### src/rtl/hermes_route_allocator_pkg.sv
// Shared types for the Hermes route allocator: port numbering and FSM states.
package hermes_route_allocator_pkg;

  localparam int HERMES_NPORT = 5;
  localparam int HERMES_PW    = 3;

  typedef enum logic [2:0] {
    EAST  = 3'd0,
    WEST  = 3'd1,
    NORTH = 3'd2,
    SOUTH = 3'd3,
    LOCAL = 3'd4
  } hermes_port_t;

  typedef enum logic [1:0] {
    IDLE  = 2'd0,
    ARB   = 2'd1,
    ROUTE = 2'd2,
    GRANT = 2'd3
  } alloc_state_t;

endpackage

### src/rtl/hermes_route_allocator_arbiter.sv
// Combinational rotating-priority arbiter: grants the first requester found
// after index last_i, wrapping from N-1 back to 0.
module hermes_rr_arbiter #(
  parameter int N = 5,
  localparam int W = (N > 1) ? $clog2(N) : 1
) (
  input  logic [N-1:0] req_i,
  input  logic [W-1:0] last_i,
  output logic [W-1:0] gnt_idx_o,
  output logic         gnt_valid_o
);

  logic [W-1:0] cand_s;
  logic         hit_s;

  // Scan candidates last+1 .. last+N (mod N) and keep the first one that requests.
  always_comb begin
    gnt_idx_o   = '0;
    gnt_valid_o = 1'b0;
    cand_s      = '0;
    hit_s       = 1'b0;
    for (int k = 1; k <= N; k++) begin
      cand_s      = W'((int'(last_i) + k) % N);
      hit_s       = req_i[cand_s] & ~gnt_valid_o;
      gnt_idx_o   = hit_s ? cand_s : gnt_idx_o;
      gnt_valid_o = gnt_valid_o | hit_s;
    end
  end

endmodule

### src/rtl/hermes_route_allocator.sv
// Hermes router route-and-allocate controller: round-robin selection of a
// waiting header, XY routing, output-port allocation and crossbar selects.
module hermes_route_allocator
  import hermes_route_allocator_pkg::*;
#(
  parameter logic [15:0] ADDRESS   = 16'h0000,
  parameter int          FLIT_SIZE = 32
) (
  input  logic                                   clk_i,
  input  logic                                   rst_i,
  input  logic         [HERMES_NPORT-1:0]        req_i,
  input  logic         [HERMES_NPORT-1:0][FLIT_SIZE-1:0] data_i,
  output logic         [HERMES_NPORT-1:0]        ack_o,
  input  logic         [HERMES_NPORT-1:0]        release_i,
  output logic         [HERMES_NPORT-1:0]        free_o,
  output hermes_port_t [HERMES_NPORT-1:0]        inport_o,
  output hermes_port_t [HERMES_NPORT-1:0]        outport_o
);

  alloc_state_t                          state_q, state_d;
  logic         [HERMES_PW-1:0]          sel_q, sel_d;
  logic         [HERMES_PW-1:0]          rr_last_q, rr_last_d;
  hermes_port_t                          dst_q, dst_d;
  logic         [HERMES_NPORT-1:0]       ack_q, ack_d;
  logic         [HERMES_NPORT-1:0]       free_q, free_d;
  logic         [HERMES_NPORT-1:0]       busy_q, busy_d;
  hermes_port_t [HERMES_NPORT-1:0]       inport_q, inport_d;
  hermes_port_t [HERMES_NPORT-1:0]       outport_q, outport_d;

  logic         [HERMES_NPORT-1:0]       elig_s;
  logic         [HERMES_NPORT-1:0]       rel_s;
  logic         [HERMES_NPORT-1:0]       sel_oh_s;
  logic         [HERMES_PW-1:0]          gnt_idx_s;
  logic                                  gnt_valid_s;
  hermes_port_t                          route_dst_s;
  logic                                  unused_payload_s;

  // XY routing: resolve X first, then Y; equal coordinates mean the local port.
  function automatic hermes_port_t xy_route(input logic [15:0] dest);
    logic [7:0]   tx;
    logic [7:0]   ty;
    hermes_port_t dir;
    tx = dest[15:8];
    ty = dest[7:0];
    if (tx > ADDRESS[15:8]) begin
      dir = EAST;
    end else if (tx < ADDRESS[15:8]) begin
      dir = WEST;
    end else if (ty > ADDRESS[7:0]) begin
      dir = NORTH;
    end else if (ty < ADDRESS[7:0]) begin
      dir = SOUTH;
    end else begin
      dir = LOCAL;
    end
    return dir;
  endfunction

  assign elig_s      = req_i & ~busy_q;
  assign rel_s       = release_i & ~free_q;
  assign sel_oh_s    = {{(HERMES_NPORT-1){1'b0}}, 1'b1} << sel_q;
  assign route_dst_s = xy_route(data_i[sel_q][15:0]);

  hermes_rr_arbiter #(.N(HERMES_NPORT)) u_arb (
    .req_i       (elig_s),
    .last_i      (rr_last_q),
    .gnt_idx_o   (gnt_idx_s),
    .gnt_valid_o (gnt_valid_s)
  );

  // Only the header destination field is routed on; fold the rest away.
  always_comb begin
    unused_payload_s = 1'b0;
    for (int i = 0; i < HERMES_NPORT; i++) begin
      unused_payload_s = unused_payload_s ^ (^data_i[i][FLIT_SIZE-1:16]);
    end
  end

  // Next-state logic: releases first, then the arbitrate/route/grant sequence.
  // A grant or failed route chains straight into ARB while other work waits.
  always_comb begin
    state_d   = state_q;
    sel_d     = sel_q;
    rr_last_d = rr_last_q;
    dst_d     = dst_q;
    ack_d     = '0;
    free_d    = free_q | rel_s;
    busy_d    = busy_q;
    inport_d  = inport_q;
    outport_d = outport_q;
    for (int p = 0; p < HERMES_NPORT; p++) begin
      busy_d[inport_q[p]] = busy_d[inport_q[p]] & ~rel_s[p];
    end
    case (state_q)
      IDLE: begin
        state_d = (|elig_s) ? ARB : IDLE;
      end
      ARB: begin
        if (gnt_valid_s) begin
          sel_d     = gnt_idx_s;
          rr_last_d = gnt_idx_s;
          state_d   = ROUTE;
        end else begin
          state_d   = IDLE;
        end
      end
      ROUTE: begin
        if (free_q[route_dst_s]) begin
          dst_d         = route_dst_s;
          ack_d[sel_q]  = 1'b1;
          state_d       = GRANT;
        end else begin
          state_d       = (|elig_s) ? ARB : IDLE;
        end
      end
      GRANT: begin
        free_d[dst_q]    = 1'b0;
        inport_d[dst_q]  = hermes_port_t'(sel_q);
        outport_d[sel_q] = dst_q;
        busy_d[sel_q]    = 1'b1;
        state_d          = (|(elig_s & ~sel_oh_s)) ? ARB : IDLE;
      end
      default: begin
        state_d = IDLE;
      end
    endcase
  end

  // FSM state register.
  always_ff @(posedge clk_i) begin
    if (rst_i) begin
      state_q <= IDLE;
    end else begin
      state_q <= state_d;
    end
  end

  // Allocation table, round-robin pointer and registered outputs.
  always_ff @(posedge clk_i) begin
    if (rst_i) begin
      sel_q     <= 3'd0;
      rr_last_q <= 3'(HERMES_NPORT - 1);
      dst_q     <= EAST;
      ack_q     <= '0;
      free_q    <= '1;
      busy_q    <= '0;
      for (int p = 0; p < HERMES_NPORT; p++) begin
        inport_q[p]  <= EAST;
        outport_q[p] <= EAST;
      end
    end else begin
      sel_q     <= sel_d;
      rr_last_q <= rr_last_d;
      dst_q     <= dst_d;
      ack_q     <= ack_d;
      free_q    <= free_d;
      busy_q    <= busy_d;
      inport_q  <= inport_d;
      outport_q <= outport_d;
    end
  end

  assign ack_o     = ack_q;
  assign free_o    = free_q;
  assign inport_o  = inport_q;
  assign outport_o = outport_q;

endmodule
### config.mk
export PLATFORM = sky130hd
export DESIGN_NAME = hermes_route_allocator
export DESIGN_NICKNAME = d
export VERILOG_FILES = /design/src/rtl/hermes_route_allocator_pkg.sv /design/src/rtl/hermes_route_allocator_arbiter.sv /design/src/rtl/hermes_route_allocator.sv
export SDC_FILE = /design/constraint.sdc
export NUM_CORES = 1
export LEC_CHECK = 0
export CAP_MARGIN = 20
export CORE_MARGIN = 5
export CORE_UTILIZATION = 38
export CTS_CLUSTER_SIZE = 30
export DETAILED_ROUTE_END_ITERATION = 16
export GPL_TIMING_DRIVEN = 0
export PLACE_DENSITY = 0.77
export SYNTH_ARGS = -nofsm -noshare
export SYNTH_HDL_FRONTEND = slang
export SYNTH_HIERARCHICAL = 1
export SYNTH_SLANG_ARGS = --single-unit
### constraint.sdc
create_clock -name clk_i -period 4.8 [get_ports clk_i]
set_input_delay 1.44 -clock clk_i [delete_from_list [all_inputs] [get_ports clk_i]]
set_output_delay 1.44 -clock clk_i [all_outputs]
set_load 0.02 [all_outputs]
==> key figures <==
Die
  • I/O pins: 212
  • Number of rows in the core area: 38
  • Die Height: 116 um
  • Effective utilization at floorplan: 39.2%
  • Die span in x: 116 um
  • Floorplan Core Area: 10900 um^2
  • Area of the die: 13500 um^2

Worst setup path
  • Setup slack of the worst register-to-register path: 0.24 ns
  • Worst-path maximum fanout: 15
  • Endpoint of the lowest-slack register-to-register path: sel_q[1]
  • CP endpoint kind: register
  • Origin of the worst setup path: sel_q[0]
  • Req. time, crit path: 4.95 ns
  • Arrival time at the worst endpoint: 4.72 ns
  • Endpoint of the worst setup timing path: sel_q[1]
  • Kind of critical path: register to register
  • R2R Path Start: sel_q[0]
  • Depth of the worst register-to-register path: 21
  • Startpoint kind of the worst setup timing path: register

Placed design
  • GPL Wtd Cong: 0.941
  • Final HPWL from detailed placement: 11000 um
  • Worst setup slack after placement: -0.680 ns
  • Number of port buffers: 120
  • Area post-placement: 5700 um^2

Final layout
  • Net total in the final layout: 878
  • Area added between synthesis and finish: 38.8%
  • Leading cell types in the layout, fill and taps excluded: 120 x sky130_fd_sc_hd__clkdlybuf4s50_1, 44 x sky130_fd_sc_hd__nor2_1, 40 x sky130_fd_sc_hd__dfxtp_1
  • Count of filler cells inserted in the layout: 1036
  • Commonest non-fill, non-tap cell in the layout: sky130_fd_sc_hd__clkdlybuf4s50_1
  • Design area: 5950 um^2
  • Final antenna diode count: 0
  • Share of cells above drive strength 1: 14.0%

Clocking
  • TritonCTS clock tree: built
  • Num CTS Buffers: 5
  • Maximum clock insertion buffer count: 2
  • Worst skew pair latency: 0.29 ns
  • Root cell of the clock tree: sky130_fd_sc_hd__clkbuf_16
  • Number of sinks on the clock net: 42
  • Quantity of hold-fixing buffers added after cts: 0
  • CTS H-Tree Depth: 2
  • Clock-pin slew reported for the worst setup and hold paths after clock tree synthesis: 0.06 ns

GRT
  • Maximum number of pins on one net before global-route repair: 19
  • Global Route Usage Sum: 20.3%
  • Wire length of the first global-routing pass: 22500 um
  • Via count of the first global-routing pass: 4869
  • Overall overflow remaining after global route: 0
  • Initial antenna violation count: 0

Pwr
  • Internal power contribution: 1.15 mW
  • Worst vdd ir: 0.000163 V
  • Relative contribution of combinational cells to total power: 64.7%
  • Switching share of power: 43.0%
  • Leak: 2.34 nW
  • Register share of total power: 18.7%
  • Clock Power Share: 16.6%
  • Post-route total power: 2.02 mW
  • Power density cells: 340 nW/um^2
  • P_sw: 868 uW

Synthesis
  • Leading register cell type out of synthesis: sky130_fd_sc_hd__dfxtp_1
  • Unique cell type count in the Yosys netlist: 87
  • Number of standard cells after synthesis: 535
  • Post-synthesis instance area: 4290 um^2
  • Yosys top cell by area: sky130_fd_sc_hd__dfxtp_1
  • Part of the Yosys area used for sequential elements: 19.6%
  • Number of enable-type register cells in the synthesized netlist: 0
  • Ranking of synthesized cells by area: sky130_fd_sc_hd__dfxtp_1 20%, sky130_fd_sc_hd__ha_1 7.6%, sky130_fd_sc_hd__mux2i_1 6.5%
  • Number of flip-flops and latches in the synthesized netlist: 42
  • Fraction of synthesis flops using an asynchronous set or reset pin: 0%
  • Yosys top cell area share: 19.6%
  • Avg Cell Area, Syn: 8.01 um^2
  • Total of warnings raised by yosys: 6

Timing
  • Fmax: 219 MHz
  • Clock tree skew after final layout: 0.00668 ns
  • Setup violators final: 0
  • Smallest setup slack after layout: 0.236 ns
  • Rel. slew slack: 45.6%
  • Number of hold violations in the final report: 0
  • Crit path time final: 4.56 ns
  • Final Max Slew Viols: 0
  • Worst slew pin tran: 0.815 ns
  • Final hold slack: 0.468 ns
  • Crit share post-route: 95.1%

Routing
  • Drt via density: 5.77
  • Total wire length: 14100 um
  • Routed wire per std cell: 17.2 um
  • Post-detailed-route count of antenna-violating nets: 0
  • Number of design-rule violations left by the first detailed-router iteration: 303
  • Detailed-route via count: 4741
  • Number of iterations in the first detailed-routing pass: 5
  • DRC violations left: 0

Flow run
  • Max Cap Viol: 0

Hold path
  • Hold_sp: free_o[1]
  • Worst min-delay path category: register to register

Status
  • Run status: complete, no violations
registers in the layout, indices dropped and copies added, names as in the netlist:
signal,count
rr_last_q,1
ack_o,5
sel_q,3
busy_q,5
dst_q,2
state_q,2
free_o,5
outport_o,10
inport_o,9
kinds of logic (layout without fill, tap and decap cells):
group | count (synthesis) | after routing | synth area share [%]
compound gates | 148 | 148 | 25.0
xor+xnor | 11 | 11 | 3.04
fa+ha+maj | 26 | 26 | 7.59
buf+inv | 55 | 191 | 6.48
flops | 42 | 42 | 19.6
mux | 38 | 38 | 10.3
other cells | 1 | 11 | 0.0875
simple gates | 214 | 214 | 27.9
metal layers:
metal | up-vias | global-route usage [%] | share of wire, %
met4 | 0 | 7.81 | 3.3
met2 | 253 | 35.4 | 48
li1 | 2263 | - | -
met5 | - | 0 | 0
met3 | 44 | 4.35 | 7.9
met1 | 2181 | 24.4 | 41
final cells by class:
class,instances,area [um^2],share of cell area (%)
buffer,35,208,3.49
clock buffer,5,125,2.10
sequential,42,846,14.2
clock inverter,3,21.3,0.358
multi-input combinational,448,3230,54.3
timing repair buffer,128,1260,21.2
tap,140,175,2.94
inverter,20,81.3,1.37
cells in the mapped netlist (all sizes together) (11+ instances only):
| library cell | number |
|---|---|
| nor2 | 44 |
| dfxtp | 42 |
| a21oi | 40 |
| nand2 | 35 |
| mux2i | 29 |
| ha | 26 |
| buf | 24 |
| inv | 20 |
| nor2b | 20 |
| o21ai | 18 |
| nor4 | 17 |
| nor3 | 16 |
| nand2b | 15 |
| nand3 | 14 |
| clkbuf | 11 |
stage by stage:
stage | instances | util [%] | TNS [ns]
after floorplan | 545 | - | 0
after global placement | 805 | 52.1 | -2.18
after detailed placement | 805 | 52.1 | -2.70
after CTS | 814 | 53.7 | 0
after global routing | 821 | 54.4 | -0.00212
final | 821 | 54.4 | 0
power groups by stage:
stage                     logic [mW]  registers [mW]  clock network [mW]
final                           1.31           0.377               0.336
after global routing            1.42           0.379               0.350
after CTS                       1.25           0.382               0.335
after detailed placement        1.23           0.389                   0
after global placement          1.18           0.388                   0
after floorplan                0.950           0.381                   0
critical path, cell delays in order (launching register included):
cell,delay [ns]
sky130_fd_sc_hd__dfxtp_4,0.37
sky130_fd_sc_hd__buf_4,0.20
sky130_fd_sc_hd__clkinvlp_4,0.17
sky130_fd_sc_hd__buf_6,0.20
sky130_fd_sc_hd__ha_4,0.29
sky130_fd_sc_hd__ha_1,0.23
sky130_fd_sc_hd__nor2_1,0.16
sky130_fd_sc_hd__a21oi_1,0.12
sky130_fd_sc_hd__xnor2_2,0.22
sky130_fd_sc_hd__inv_1,0.07
sky130_fd_sc_hd__ha_1,0.21
sky130_fd_sc_hd__nand3b_1,0.18
sky130_fd_sc_hd__o31ai_1,0.24
sky130_fd_sc_hd__a32o_2,0.24
sky130_fd_sc_hd__mux2_4,0.33
sky130_fd_sc_hd__mux2i_4,0.20
sky130_fd_sc_hd__nand3_4,0.12
sky130_fd_sc_hd__nand2b_1,0.19
sky130_fd_sc_hd__nand2b_1,0.19
sky130_fd_sc_hd__nand3b_1,0.23
sky130_fd_sc_hd__mux2i_1,0.23
sky130_fd_sc_hd__nor2_1,0.05
worst min-delay path by stage:
stage	endpoint	slack, ns	cells after the start
detailed placement	free_o[1]	0.46	1
global placement	free_o[1]	0.44	1
finish	free_o[1]	0.47	1
CTS	free_o[1]	0.47	1
floorplan	busy_q[4]	0.51	2
global route	free_o[1]	0.50	1
what timing repair did:
action,CTS,global route
pin swaps,0,3
gates resized for setup,9,5
endpoints found under the setup margin,5,5
setup buffers,1,7
Note: power is estimated with default switching activity, not from simulation.
